**src/rtl/usrt_tx.sv**
```systemverilog
// USRT transmit stage: latches one APB byte per Tx select and shifts it out as a clocked serial frame.
// Latency: o_Pready one cycle after the accepting edge; start bit on the following edge when idle.
// Backpressure: while the holding register is full a Tx select waits with o_Pready low.
module usrt_tx #(
  parameter int CLKS_PER_HALF = 4,
  parameter int PARITY_EN     = 0,
  parameter int PARITY_ODD    = 0
) (
  input  logic       i_Pclk,
  input  logic       i_Preset_n,
  input  logic [1:0] i_Enable,
  input  logic [7:0] i_Pwdata,
  output logic       o_Pready,
  output logic       o_Sclk,
  output logic       o_Sdata,
  output logic       o_Busy
);

  localparam int CW = $clog2(CLKS_PER_HALF);
  localparam logic [CW-1:0] CNT_LAST = CW'(CLKS_PER_HALF - 1);
  localparam logic PAR_INIT = (PARITY_ODD != 0);

  typedef enum logic [2:0] {
    S_IDLE,
    S_START,
    S_DATA,
    S_PARITY,
    S_STOP
  } state_t;

  state_t        r_state;
  logic [7:0]    r_hold;
  logic [7:0]    r_shift;
  logic          r_hold_full;
  logic          r_arm;
  logic          r_par;
  logic [2:0]    r_bit;
  logic [CW-1:0] r_cnt;
  logic          r_sclk;
  logic          r_sdata;
  logic          r_pready;

  wire w_tx_sel  = (i_Enable == 2'b11);
  // One byte per select assertion, and only into an empty holding register.
  wire w_accept  = w_tx_sel & r_arm & ~r_hold_full;
  // Last cycle of a bit: second half of the serial clock, counter at its top.
  wire w_bit_end = r_sclk & (r_cnt == CNT_LAST);

  // Write acceptance, serial-clock generation and the frame FSM.
  always_ff @(posedge i_Pclk or negedge i_Preset_n) begin
    if (!i_Preset_n) begin
      r_state     <= S_IDLE;
      r_hold      <= 8'h00;
      r_shift     <= 8'h00;
      r_hold_full <= 1'b0;
      r_arm       <= 1'b1;
      r_par       <= 1'b0;
      r_bit       <= 3'd0;
      r_cnt       <= '0;
      r_sclk      <= 1'b0;
      r_sdata     <= 1'b1;
      r_pready    <= 1'b0;
    end else begin
      r_pready <= w_accept;

      if (!w_tx_sel) begin
        r_arm <= 1'b1;
      end else if (w_accept) begin
        r_arm <= 1'b0;
      end

      // Acceptance needs an empty holder and loading needs a full one, so these never collide.
      if (w_accept) begin
        r_hold      <= i_Pwdata;
        r_hold_full <= 1'b1;
      end

      if (r_state != S_IDLE) begin
        if (r_cnt == CNT_LAST) begin
          r_cnt  <= '0;
          r_sclk <= ~r_sclk;
        end else begin
          r_cnt <= r_cnt + 1'b1;
        end
      end

      case (r_state)
        S_IDLE: begin
          r_sclk  <= 1'b0;
          r_sdata <= 1'b1;
          if (r_hold_full) begin
            r_state     <= S_START;
            r_shift     <= r_hold;
            r_par       <= (^r_hold) ^ PAR_INIT;
            r_hold_full <= 1'b0;
            r_cnt       <= '0;
            r_sdata     <= 1'b0;
          end
        end
        S_START: begin
          if (w_bit_end) begin
            r_state <= S_DATA;
            r_bit   <= 3'd0;
            r_sdata <= r_shift[0];
            r_shift <= {1'b0, r_shift[7:1]};
          end
        end
        S_DATA: begin
          if (w_bit_end) begin
            if (r_bit == 3'd7) begin
              if (PARITY_EN != 0) begin
                r_state <= S_PARITY;
                r_sdata <= r_par;
              end else begin
                r_state <= S_STOP;
                r_sdata <= 1'b1;
              end
            end else begin
              r_bit   <= r_bit + 3'd1;
              r_sdata <= r_shift[0];
              r_shift <= {1'b0, r_shift[7:1]};
            end
          end
        end
        S_PARITY: begin
          if (w_bit_end) begin
            r_state <= S_STOP;
            r_sdata <= 1'b1;
          end
        end
        S_STOP: begin
          if (w_bit_end) begin
            // A byte already waiting goes straight into the next start bit with no idle gap.
            if (r_hold_full) begin
              r_state     <= S_START;
              r_shift     <= r_hold;
              r_par       <= (^r_hold) ^ PAR_INIT;
              r_hold_full <= 1'b0;
              r_cnt       <= '0;
              r_sclk      <= 1'b0;
              r_sdata     <= 1'b0;
            end else begin
              r_state <= S_IDLE;
              r_sclk  <= 1'b0;
              r_sdata <= 1'b1;
            end
          end
        end
        default: r_state <= S_IDLE;
      endcase
    end
  end

  assign o_Pready = r_pready;
  assign o_Sclk   = r_sclk;
  assign o_Sdata  = r_sdata;
  assign o_Busy   = (r_state != S_IDLE) | r_hold_full;

endmodule

```
**config.mk**
```make
export PLATFORM = sky130hd
export DESIGN_NAME = usrt_tx
export DESIGN_NICKNAME = d
export VERILOG_FILES = /design/src/rtl/usrt_tx.sv
export SDC_FILE = /design/constraint.sdc
export NUM_CORES = 1
export LEC_CHECK = 0
export CORE_MARGIN = 8
export CORE_UTILIZATION = 40
export DETAILED_ROUTE_END_ITERATION = 6
export HOLD_SLACK_MARGIN = 0.05
export PLACE_DENSITY = 0.59
export SYNTH_ARGS = -nofsm -noshare
export SYNTH_HDL_FRONTEND = slang
export SYNTH_SLANG_ARGS = --single-unit
```
**constraint.sdc**
```tcl
create_clock -name i_Pclk -period 2.18 [get_ports i_Pclk]
set_input_delay 0.436 -clock i_Pclk [delete_from_list [all_inputs] [get_ports i_Pclk]]
set_output_delay 0.436 -clock i_Pclk [all_outputs]
set_load 0.02 [all_outputs]
```
# Yosys cells after proc, flatten, opt, wreduce, memory -nomap -nowiden
# Cells that the tools add are included.
# totals
ff_bits	29
input_bits	12
output_inout_bits	4
elab_cells	82
# classes
add_sub_neg	2
eq_ne	15
n_mux	40
bitwise_logic	6
reduce_logical	9
# ops
op	count
8-bit 2-to-1 mux	5
8-bit one-hot mux with 4 select lines	1
3-bit 2-to-1 mux	9
1-bit 2-to-1 mux	15
3-bit one-hot mux with 5 select lines	1
2-bit inequality test, second input constant	7
5-bit AND reduction	2
2-bit 2-to-1 mux	4
3-bit by 2-bit == test with 1-bit output, second input constant	2
3-bit == test, second input constant	2
3-bit one-hot mux with 2 select lines	1
6-bit AND reduction	1
1-bit one-hot mux with 5 select lines	1
5-bit nonzero test	1
2-bit == test, second input constant	2
1-bit one-hot mux with 2 select lines	2
2-bit one-hot mux with 2 select lines	1
4-bit AND reduction	1
4-bit nonzero test	1
3-bit by 1-bit adder with 3-bit output, second input constant	1
1-bit bitwise AND	3
3-bit by 1-bit == test with 1-bit output, second input constant	1
3-bit zero test	1
3-bit nonzero test	1
other kinds (5)	6

# Longest topological paths before layout
# depth
word_depth	7
mapped_depth	6
depth_no_buf	6

# Least setup slack after synthesis
# Ideal clock, no wire load.
# synth_timing
kind	register to register
from	reg r_bit[0]
to	reg r_shift[0]
setup_time_ps	125
arrival_time_ps	1759
t_required_ps	2055
setup_slack_ps	296
stages_incl_launch_ff	6
n_path_buf	0
period_less_slack_ps	1884
cell_sequence	dfrtp_1 > ha_1 > ha_1 > or2b_1 > o22ai_4 > mux2_4
# synth_between
elab_chain_len	3
# synth_rtl
item	line	rtl
from (decl)	37	logic [2:0] r_bit;
from (signal assigned)	119	r_bit <= r_bit + 3'd1;
3-bit == test	110	if (r_bit == 3'd7) begin
2-bit inequality test (no line)	-	
5-bit AND reduction (no line)	-	
to (signal assigned)	105	r_shift <= {1'b0, r_shift[7:1]};
to (signal assigned)	121	r_shift <= {1'b0, r_shift[7:1]};
to (signal assigned)	136	r_shift <= r_hold;
to (decl)	33	logic [7:0] r_shift;
# Every way passes these cells.
# A chain may end at the register's enable or synchronous reset.

# Worst setup path after layout
# layout_timing
from	reg r_state[1]
to	out o_Busy
# layout_between
elab_chain_len	2
# layout_rtl
item	line	rtl
from (decl)	31	state_t r_state;
from (signal assigned)	52	r_state <= S_IDLE;
from (signal assigned)	92	r_state <= S_START;
from (signal assigned)	102	r_state <= S_DATA;
3-bit nonzero test	157	assign o_Busy = (r_state != S_IDLE) | r_hold_full;
1-bit OR	157	
to (decl)	16	output logic o_Busy
# Every way passes these cells.

==> out/qor.csv <==
stage;metric;value;unit
critical_path;crit_arrival;1640;ps
clock_network;cts_made_buffers;5;
power_and_ir_drop;power.ir.vdd_worst;0.000331;V
timing;timing.final.crit_period;2080;ps
logic_synthesis;synth-main-ff-cell;sky130_fd_sc_hd__dfrtp_1;
timing;worst_slew_pin_slew;446;ps
die;rows;21;
logic_synthesis;netlist.top_cell.by_area;sky130_fd_sc_hd__dfrtp_1;
power_and_ir_drop;sequential_cell_fraction_of_total_power;56.7;%
die;ioPinCount;16;
clock_network;worst_skew_pair.late_latency;320;ps
logic_synthesis;synthesis.area;1420;µm²
placement;dp_hpwl;1.84;mm
power_and_ir_drop;total_switching_power;0.272;mW
die;fp.dieArea;5710;µm²
clock_network;worst_setup_hold_path_clk_slew;100;ps
global_route;grt_max_degree;30;
logic_synthesis;synth.yosys.seq_area_share;51.3;%
die;die_y;75.6;µm
placement;routabilityCongestion;0.731;
clock_network;cts_sink_cnt;29;
timing;max_freq;0.482;GHz
status;status;finished clean;
logic_synthesis;ys_types;34;
finish;area.growth.synth_to_final;21.6;%
finish;nNetsFinal;151;
die;floorplan_core_area;3360;µm²
global_route;grt_first_pass_wirelength;4.46;mm
detailed_routing;final_routed_wire_length_divided_by_cell_count;14.0;µm
clock_network;clockBufferDepth;2;
timing;max-slew-margin-rel;70.3;%
power_and_ir_drop;sw_frac_of_total;23.3;%
timing;finClkSkew;11.0;ps
power_and_ir_drop;power.static_leakage;0.791;nW
detailed_routing;detailedRoute.firstIterationViolations;57;
critical_path;startpoint_type;register;
clock_network;tritoncts;yes;
detailed_routing;detail_route.wirelength;2.55;mm
logic_synthesis;postSynthRegisterBits;29;
die;initial_utilization;42.2;%
detailed_routing;post_drt_via_cell_ratio;5.05;
clock_network;post_cts.repair.setup_buffers;0;
logic_synthesis;synth.area.mux_share;20.4;%
critical_path;crit_path_end_kind;primary output;
run;cap_viol_max_count;0;
logic_synthesis;synth-edff-count;0;
global_route;gr-usage-all-layers;10.5;%
timing;unrepaired_setup_endpoints_after_global_routing;no;
logic_synthesis;synthesis.nets;125;
logic_synthesis;synthDominantCellAreaShare;47.6;%
detailed_routing;dr_total_vias;920;
timing;post-route-period-util;95.2;%
logic_synthesis;synthXorXnorAreaFrac;0.617;%
critical_path;critical_path_required;1740;ps
logic_synthesis;synthMostInstantiatedCell;sky130_fd_sc_hd__dfrtp_1;
logic_synthesis;synth_fa_ha_area_share;3.52;%
timing;final_max_slew_viol_count;0;
placement;placement.io_buffers;15;
critical_path;reg2reg_slack;130;ps
logic_synthesis;synthTopCellsByCount;sky130_fd_sc_hd__dfrtp_1 (27), sky130_fd_sc_hd__mux2_2 (14), sky130_fd_sc_hd__mux2_4 (8), sky130_fd_sc_hd__nand2_1 (8), sky130_fd_sc_hd__nor2_1 (6);
die;floorplan.die.width;75.6;µm
critical_path;worst_r2r_path_depth;5;
detailed_routing;drt_pass1_iterations;4;
logic_synthesis;async_flop_share;100;%
logic_synthesis;synth_compound_gate_area_share;10.8;%
critical_path;setup.worst_path.class;reg -> out;
power_and_ir_drop;p_int;0.895;mW
logic_synthesis;dominant_combinational_cell_family_by_area_after_synthesis;multiplexers;
timing;setup_total_negative_slack;0;ps
logic_synthesis;syn_avg_cell_area;13.0;µm²
clock_network;ctsRootBufferMaster;sky130_fd_sc_hd__clkbuf_4;
finish;antenna-diode-count;0;
logic_synthesis;synthesis.yosys.warnings;0;
clock_network;clock_tree.htree_level_count;2;
global_route;global_route.overflow_total;0;
logic_synthesis;synth_cells;109;
critical_path;critical_path_peak_fanout;2;
timing;finalHoldViolations;0;
global_route;first_global_vias;980;
power_and_ir_drop;combinationalPowerShare;11.4;%
timing;final.hold.worst_slack;484;ps
logic_synthesis;synth.area.top_cells;sky130_fd_sc_hd__dfrtp_1 (48%), sky130_fd_sc_hd__mux2_2 (11%), sky130_fd_sc_hd__mux2_4 (8.5%);
hold_path;hold_path_class;in -> async;
finish;post_route_cells_drive_above_1_share;34.6;%
power_and_ir_drop;clkPwrFrac;31.9;%
timing;setup_viol_count_final;0;
logic_synthesis;synth_simple_gate_area_share;9.96;%
global_route;grt_antenna_before_repair;0;
detailed_routing;drcViolationCount;0;
power_and_ir_drop;power.density;676;nW/µm²
detailed_routing;detail-route-antenna-nets;0;
## through the flow
stage	worst slack [ps]	util, %	total power [mW]	cell area [µm²]	std cells
floorplan	296	-	0.749	1420	109
global placement	201	49.1	0.803	1650	174
detailed placement	142	49.1	0.809	1650	174
CTS	59.4	51.3	1.19	1730	182
global route	6.68	51.3	1.23	1730	182
finish	105	51.3	1.17	1730	182
## worst paths after layout
kind,from,end
min,i_Preset_n,o_Pready$_DFF_PN0_
min in group i_Pclk,r_shift[0]$_DFFE_PN0P_,o_Sdata$_DFFE_PN1P_
max in group asynchronous,i_Preset_n,o_Sdata$_DFFE_PN1P_
min reg2reg,r_shift[0]$_DFFE_PN0P_,o_Sdata$_DFFE_PN1P_
max,r_state[1]$_DFFE_PN0P_,o_Busy
max reg2reg,r_bit[0]$_DFFE_PN0P_,r_shift[3]$_DFFE_PN0P_
## power by group through the flow
stage	logic (mW)	registers, mW	clock network [mW]
6_report	0.133	0.662	0.372
5_1_grt	0.149	0.670	0.416
4_1_cts	0.137	0.663	0.387
3_5_place_dp	0.136	0.673	0
3_3_place_gp	0.133	0.670	0
2_1_floorplan	0.0898	0.659	0
## critical path, stage by stage, from the launching register on
cell and delay [ps]:
sky130_fd_sc_hd__dfrtp_1 400, sky130_fd_sc_hd__nor4_2 320, sky130_fd_sc_hd__inv_1 60, sky130_fd_sc_hd__clkdlybuf4s50_1 540
## cell usage in the layout, fill, tap and decap left out
master	instances
sky130_fd_sc_hd__dfrtp_1	27
sky130_fd_sc_hd__clkdlybuf4s50_1	15
sky130_fd_sc_hd__mux2_2	14
sky130_fd_sc_hd__nand2_1	8
sky130_fd_sc_hd__mux2_4	8
sky130_fd_sc_hd__buf_4	7
sky130_fd_sc_hd__nor2_1	6
sky130_fd_sc_hd__inv_1	5
sky130_fd_sc_hd__clkbuf_4	5
sky130_fd_sc_hd__a21oi_1	4
sky130_fd_sc_hd__ha_1	4
sky130_fd_sc_hd__o2bb2ai_1	3
sky130_fd_sc_hd__o21ai_0	2
sky130_fd_sc_hd__a22o_1	2
sky130_fd_sc_hd__a22oi_1	2
sky130_fd_sc_hd__clkbuf_8	2
sky130_fd_sc_hd__dfstp_2	2
sky130_fd_sc_hd__nand2b_2	1
sky130_fd_sc_hd__and2_1	1
sky130_fd_sc_hd__nor4_2	1
sky130_fd_sc_hd__nand4_1	1
sky130_fd_sc_hd__xnor2_1	1
sky130_fd_sc_hd__nor2_2	1
sky130_fd_sc_hd__or2b_1	1
sky130_fd_sc_hd__nor2b_4	1
sky130_fd_sc_hd__nand2_2	1
sky130_fd_sc_hd__and3b_2	1
sky130_fd_sc_hd__a31oi_4	1
sky130_fd_sc_hd__o22ai_4	1
sky130_fd_sc_hd__nor2b_1	1
sky130_fd_sc_hd__nand3_1	1
sky130_fd_sc_hd__o22ai_1	1
sky130_fd_sc_hd__and3_1	1
sky130_fd_sc_hd__a211oi_1	1
sky130_fd_sc_hd__mux2_1	1
sky130_fd_sc_hd__a32o_1	1
sky130_fd_sc_hd__clkinv_2	1
## area by class of cell
class                      count  area (µm²)
sequential                    29         728
inverter                       5        18.8
tap                           46        57.6
clock buffer                   7        65.1
multi-input combinational     72         649
fill                         322        1640
timing repair buffer          22         203
clock inverter                 1        5.00
## logic make-up (layout without fill, tap and decap cells)
kind of cell,after synthesis,count (layout)
flip-flops,29,29
AND/OR/NAND/NOR,26,26
adder cells (fa/ha/maj),4,4
AO/OA/AOI/OAI,18,18
buffers and inverters,8,35
multiplexers,23,23
XOR/XNOR,1,1
## state kept, by name, summed over array words and instances, names as in the netlist
signal / count
r_bit: 3
o_Sdata: 1
r_hold: 8
r_hold_full: 1
r_shift: 8
r_state: 3
o_Sclk: 1
r_arm: 1
o_Pready: 1
r_cnt: 2
## routing by layer
| metal | GRT usage, % | routed length (µm) | vias up |
|---|---|---|---|
| met3 | 3.95 | 129 | 6 |
| met4 | 6.18 | 59 | 0 |
| met1 | 11.9 | 1160 | 452 |
| met5 | 0 | 0 | - |
| met2 | 16.6 | 1200 | 18 |
| li1 | - | - | 444 |
## timing repair
item	4_1_cts	5_1_grt
hold buffers	0	0
hold endpoints to repair	0	0
gates resized for setup	1	0
setup endpoints to repair	1	0
No activity file was read; power rests on OpenSTA's default activity.
